$ cat src/rtl/dice_traffic_ctrl.sv
// Dice counter and UK-sequence traffic light running side by side; result
// shows the engine picked by sel, registered with the post-edge state.
module dice_traffic_ctrl #(
  parameter int unsigned FACES       = 6,
  parameter int unsigned T_RED       = 4,
  parameter int unsigned T_RED_AMBER = 1,
  parameter int unsigned T_GREEN     = 4,
  parameter int unsigned T_AMBER     = 1,
  localparam int unsigned OUT_W = ($clog2(FACES + 1) > 3) ? $clog2(FACES + 1) : 3
) (
  input  logic             clk,
  input  logic             rst,
  input  logic             button,
  input  logic             sel,
  output logic [OUT_W-1:0] result
);

  if (FACES < 2 || FACES > 255) begin : g_bad_faces
    $error("FACES must be in 2..255");
  end
  if (T_RED == 0 || T_RED_AMBER == 0 || T_GREEN == 0 || T_AMBER == 0) begin : g_bad_tmin
    $error("all T_* must be >= 1");
  end
  if (T_RED > 255 || T_RED_AMBER > 255 || T_GREEN > 255 || T_AMBER > 255) begin : g_bad_tmax
    $error("all T_* must be <= 255");
  end

  typedef enum logic [2:0] {
    TL_RED       = 3'b100,
    TL_RED_AMBER = 3'b110,
    TL_GREEN     = 3'b001,
    TL_AMBER     = 3'b010
  } tl_e;

  localparam logic [OUT_W-1:0] FACES_W = OUT_W'(FACES);

  logic [1:0]       sync_q;
  logic [OUT_W-1:0] dval_q, dval_d;
  tl_e              tl_q, tl_d;
  logic [7:0]       dwell_q, dwell_d;
  logic [OUT_W-1:0] result_q, result_d;
  logic             en_c, started_c;
  logic [7:0]       lim_c;

  function automatic logic [7:0] dwell_lim(input tl_e s);
    case (s)
      TL_RED:       return 8'(T_RED - 1);
      TL_RED_AMBER: return 8'(T_RED_AMBER - 1);
      TL_GREEN:     return 8'(T_GREEN - 1);
      TL_AMBER:     return 8'(T_AMBER - 1);
      default:      return 8'd0;
    endcase
  endfunction

  function automatic tl_e tl_succ(input tl_e s);
    case (s)
      TL_RED:       return TL_RED_AMBER;
      TL_RED_AMBER: return TL_GREEN;
      TL_GREEN:     return TL_AMBER;
      default:      return TL_RED;
    endcase
  endfunction

  // Stage 0 opens the update gate on the 2nd edge after release; stage 1
  // marks that first update as RED entry so RED keeps its full dwell.
  assign en_c      = sync_q[0];
  assign started_c = sync_q[1];
  assign lim_c     = dwell_lim(tl_q);

  always_comb begin
    dval_d = dval_q;
    if (button) begin
      if (dval_q == '0 || dval_q >= FACES_W) dval_d = OUT_W'(1);
      else                                   dval_d = dval_q + OUT_W'(1);
    end else if (dval_q > FACES_W) begin
      dval_d = OUT_W'(1);
    end
  end

  always_comb begin
    tl_d    = tl_q;
    dwell_d = dwell_q;
    case (tl_q)
      TL_RED, TL_RED_AMBER, TL_GREEN, TL_AMBER: begin
        if (dwell_q == lim_c) begin
          tl_d    = tl_succ(tl_q);
          dwell_d = '0;
        end else begin
          dwell_d = dwell_q + 8'd1;
        end
      end
      default: begin
        tl_d    = TL_RED;
        dwell_d = '0;
      end
    endcase
    if (!started_c) begin
      tl_d    = TL_RED;
      dwell_d = '0;
    end
  end

  assign result_d = sel ? OUT_W'(tl_d) : dval_d;

  always_ff @(posedge clk or negedge rst) begin
    if (!rst) begin
      sync_q   <= 2'b00;
      dval_q   <= '0;
      tl_q     <= TL_RED;
      dwell_q  <= '0;
      result_q <= '0;
    end else begin
      sync_q <= {sync_q[0], 1'b1};
      if (en_c) begin
        dval_q   <= dval_d;
        tl_q     <= tl_d;
        dwell_q  <= dwell_d;
        result_q <= result_d;
      end
    end
  end

  assign result = result_q;

endmodule

$ cat config.mk
export PLATFORM = sky130hd
export DESIGN_NAME = dice_traffic_ctrl
export DESIGN_NICKNAME = d
export VERILOG_FILES = /design/src/rtl/dice_traffic_ctrl.sv
export SDC_FILE = /design/constraint.sdc
export NUM_CORES = 1
export LEC_CHECK = 0
export ABC_AREA = 1
export ABC_CLOCK_PERIOD_IN_PS = 1650
export BUFFER_PORTS_ARGS = -buffer_cell sky130_fd_sc_hd__buf_2
export CORE_UTILIZATION = 55
export DETAILED_ROUTE_END_ITERATION = 6
export MAX_ROUTING_LAYER = met4
export PLACE_DENSITY = 0.73
export SYNTH_ARGS = -nofsm -noshare
export SYNTH_HDL_FRONTEND = slang
export SYNTH_SLANG_ARGS = --single-unit
$ cat constraint.sdc
create_clock -name clk -period 1.65 [get_ports clk]
set_clock_uncertainty 0.2 [all_clocks]
set_input_delay 0.33 -clock clk [delete_from_list [all_inputs] [get_ports clk]]
set_output_delay 0.33 -clock clk [all_outputs]
set_load 0.005 [all_outputs]
# --- Word-level counts from Yosys, hierarchy flattened ---
# Index checks and enable logic that the tools add are counted.
word_totals:
  register_bits: 19
  out_inout_bits: 3
  wordCells: 30
classes:
  addsub: 2
  magnitude_cmp: 2
  eq_ne: 5
  mux: 12
  n_reduce_logical: 4
ops:
  columns: ["cell", "n"]
  rows:
  - ["8-bit 2-to-1 mux", 3]
  - ["3-bit 2-to-1 mux", 7]
  - ["3-bit one-hot mux with 3 select lines", 1]
  - ["8-bit by 1-bit adder with 8-bit output, second input constant", 1]
  - ["8-bit == test", 1]
  - ["3-bit == test, second input constant", 2]
  - ["4-bit OR reduction", 1]
  - ["3-bit by 1-bit adder with 3-bit output, second input constant", 1]
  - ["3-bit by 1-bit == test with 1-bit output, second input constant", 1]
  - ["3-bit by 2-bit == test with 1-bit output, second input constant", 1]
  - ["3-bit >= comparator, second input constant", 1]
  - ["3-bit greater-than comparator, second input constant", 1]
  - ["3-bit zero test", 1]
  - ["2-bit 2-to-1 mux", 1]
  - ["2-bit OR reduction", 1]
  - ["1-bit logical OR", 1]

# --- Logic depth before layout (Yosys ltp) ---
depth:
  ltp_word: 8
  depth_mapped: 11
  mapped_depth_nobuf: 11

# --- Least setup slack after synthesis ---
# Ideal clock, no wire load.
synth_path:
  path_type: "flip-flop to flip-flop"
  startpoint: "reg dval_q[0]"
  endpoint: "reg result_q[1] (netlist: result[1])"
  arrival_time_ns: 1.152
  t_required_ns: 1.334
  slack_ns: 0.182
  path_stages_with_launch: 10
  path_buffers: 0
  path_cell_list: "dfrtp_1 -> inv_1 -> ha_1 -> inv_1 -> o21ai_0 -> inv_1 -> nand3_1 -> nand3b_1 -> nand2_1 -> nand2_1"
synth_via:
  elab_chain_len: 5
synth_lines:
  columns: ["element", "line_no", "source"]
  rows:
  - ["from (decl)", "38", "logic [OUT_W-1:0] dval_q, dval_d;"]
  - ["from (signal assigned)", "115", "dval_q <= dval_d;"]
  - ["3-bit >= comparator or 3-bit zero test (tied branches)", "73", "if (dval_q == '0 || dval_q >= FACES_W) dval_d = OUT_W'(1);"]
  - ["1-bit logical OR", "73", null]
  - ["3-bit 2-to-1 mux", "73", null]
  - ["3-bit 2-to-1 mux *", "72", "if (button) begin"]
  - ["3-bit 2-to-1 mux *", "103", "assign result_d = sel ? OUT_W'(tl_d) : dval_d;"]
  - ["to (signal assigned)", "118", "result_q <= result_d;"]
  - ["to (decl)", "41", "logic [OUT_W-1:0] result_q, result_d;"]
# Mark *: on every way between the ends. The rest lies on a longest branch, timed or not.
# A chain may end at the register's enable or synchronous reset.

# --- Worst setup path after layout ---
layout_path:
  startpoint: "reg tl_q[1]"
  endpoint: "reg dwell_q[0]"
layout_via:
  elab_chain_len: 7
layout_lines:
  columns: ["element", "line_no", "source"]
  rows:
  - ["from (decl)", "39", "tl_e tl_q, tl_d;"]
  - ["from (signal assigned)", "116", "tl_q <= tl_d;"]
  - ["3-bit == test or 3-bit by 1-bit == test with 1-bit output (tied branches)", "46, 83", null]
  - ["2-bit OR reduction (no line)", null, null]
  - ["2-bit 2-to-1 mux", "46", "case (s)"]
  - ["8-bit == test", "85", "if (dwell_q == lim_c) begin"]
  - ["8-bit 2-to-1 mux", "85", null]
  - ["8-bit 2-to-1 mux *", "83", "case (tl_q)"]
  - ["8-bit 2-to-1 mux *", "97", "if (!started_c) begin"]
  - ["to (signal assigned)", "117", "dwell_q <= dwell_d;"]
  - ["to (decl)", "40", "logic [7:0] dwell_q, dwell_d;"]
# Marks and branches as above.

==> results.toml <==
[synth]
synth_edf_count = 0
synth_common_cells = "nand2_1 (43), dfrtp_1 (18), inv_1 (16), nand3_1 (16), nor2_1 (10)"
netlist_area_sq_mm = 0.00121
netlist.top_cell.by_area = "dfrtp_1"
syn_nets = 163
ys_top_cells_by_area = "dfrtp_1 (37%), nand2_1 (13%), nand3_1 (6.6%)"
ys_warn_count = 0
ys_ff_latch = 19
synth_top_cell_area_share_pct = 37.1
seq_area_frac_synth_pct = 39.3
yosysMostFrequentCell = "nand2_1"
ys_async_sr_fraction_pct = 100
yosysUniqueCellTypes = 27
ys.flop_type = "dfrtp_1"
syn_avg_cell_area_sq_um = 7.83
synthCells = 155

[die]
die_h_um = 49.0
io_pins = 7
initial_core_util_pct = 60.0
fp-row-count = 16
die-area_sq_mm = 0.00240
core_area_sq_mm = 0.00202
die_w_um = 49.0

[layout]
finalNonFillerCells = 201
fin_nets = 183
diodes = 0
synthToLayoutAreaGrowth_pct = 14.7
layout-drive-gt1-share_pct = 28.2
fin_area_sq_mm = 0.00139

[critical_path]
cp.depth = 9
r2r_slack_ns = 0.08
arrival_ns = 1.61
cp_common_cell = "nand2_2"
path_max_fanout = 7
cp_top_family = "simple AND/OR/NAND/NOR gates"
critPathMaxStageDelay_ns = 0.45
critPathKind = "flop to flop"
r2r-start = "tl_q[1]"
crit_chain = "inv_2 > nand2_2 > nand2_2 > nand2_2 > nand2_2 > nand2_4 > nor2_8 > nand2_4 > o21ai_2"
cp.required_ns = 1.68
end_kind = "flop"
crit_start = "tl_q[1]"
rr_endpoint = "dwell_q[0]"
path_buf_inv = 1
slowest_stage = "dfrtp_1"
critPathLaunchType = "flop"
reg2regPathDepth = 9

[timing]
hold_viol_final = 0
fmax_ghz = 0.636
final.period_utilization_pct = 95.3
rsz0062_at_grt = "true"
post-route-min-period_ns = 1.57
slew_violations = 0
holdWs_ns = 0.162
setup_violations = 0
fin_ws_ns = 0.0772

[clock_network]
cts_root_buffer = "clkbuf_4"
clkTransAtPathRegs_ns = 0.11
cts.path.max_buffers = 2
cts_sinks = 19
clkLatencyLatePin_ns = 0.30
cts_tree = "yes"
htree_levels = 1
cts_made_buffers = 3

[worst_hold_path]
whs_endpoint = "dval_q[1]"
hold_path_depth = 3
hold_start = "button"
hp-class = "input port to flop"

[flow_run]
cap_violations = 0

[pwr]
ir_drop_mv = 0.805
finalPower_mw = 1.37
leakage_nw = 0.696
power_density_mw_per_mm2 = 980

[grt]
grt_pass1_wl_um = 4160
antenna_found_initial = 0
grt_pass1_vias = 974
grt_usage_pct = 23.4
grt_max_degree = 20
globalRoute.totalOverflow = 0

[detailed_routing]
routed_wl_um = 2440
firstDrtPassIters = 5
wl_per_cell_um = 12.1
vias = 1070
antenna_left = 0
drt_iter0_drc = 34
viasPerCell = 5.32
route.detailed.drc = 0

[placement]
placed_cell_area_sq_mm = 0.00130
gp_congestion = 0.854
io_buffers = 6
dpl.hpwl_um = 1750
place_inst = 190
place_ws_ns = 0.0500

[status]
status = "finished, final reports clean"
how the worst max path moves through the flow:
stage,slack [ns],end
finish,0.08,dwell_q[0]
global route,-0.02,result[1]
CTS,0.03,result[1]
detailed placement,0.05,result[1]
global placement,0.09,result[1]
floorplan,0.18,result[1]
cells by family (layout without fill, tap and decap cells):
kind of cell | Yosys count | count (layout) | synth area share [%]
flops | 19 | 19 | 39.3
fa+ha+maj | 4 | 4 | 4.12
xor+xnor | 4 | 4 | 2.89
compound gates | 20 | 20 | 12.8
simple gates | 85 | 85 | 33.5
buf+inv | 22 | 41 | 7.11
other cells | 1 | 1 | 0.309
stage by stage:
stage	utilization, %	setup TNS (ns)
2_1_floorplan	-	0
3_3_place_gp	64.1	0
3_5_place_dp	64.1	0
4_1_cts	66.0	0
5_1_grt	68.9	-0.0637
6_report	68.9	0
tightest hold or removal path: cells and delay by family:
| family | cells | cell delay (ns) |
|---|---|---|
| AOI/OAI and AO/OA | 1 | 0.09 |
| buffers and inverters | 1 | 0.11 |
| and+or+nand+nor | 1 | 0.11 |
where the power goes:
part	leakage [nW]	switching, mW	internal, mW	total [mW]
combinational	0.437	0.297	0.210	0.507
clock	0.0177	0.148	0.0902	0.238
sequential	0.241	0.0835	0.537	0.621
total	0.696	0.528	0.838	1.37
cell usage in the layout, fill, tap and decap left out, types with 3 or more instances in the layout:
master	synthesis	routed
o21ai_1	4	4
ha_1	4	4
nor2_1	10	9
nand3_1	16	16
clkbuf_4	0	3
inv_2	4	6
o21ai_0	6	5
dfrtp_1	18	16
nand2_2	6	6
buf_2	0	6
buf_4	1	10
nand2_1	43	43
o22ai_2	6	6
inv_1	16	14
flip-flops by register name, indices dropped and copies added, names as in the netlist:
register,count
dwell_q,8
sync_q,2
dval_q,3
tl_q,3
result,3
cell type report:
| cell class | count | area (sq um) |
|---|---|---|
| clock inverters | 1 | 5.00 |
| multi-input cells | 114 | 662 |
| clock buffers | 3 | 22.5 |
| well taps | 27 | 33.8 |
| inverters | 20 | 75.1 |
| fillers | 172 | 629 |
| flip-flops and latches | 19 | 479 |
| repair buffers | 17 | 115 |
what timing repair did:
action,in CTS,in global routing
hold endpoints to repair,18,0
buffers inserted,0,6
setup endpoints to repair,0,11
hold buffers,1,0
gates resized for setup,0,8
layer usage:
| metal | global-route usage, % | up-vias | wire, um |
|---|---|---|---|
| li1 | - | 540 | - |
| met1 | 30.0 | 493 | 1120 |
| met2 | 38.7 | 33 | 1190 |
| met3 | 4.05 | 4 | 110 |
| met4 | 5.39 | 0 | 22 |
| met5 | - | - | 0 |
No activity file was read; power rests on OpenSTA's default activity.
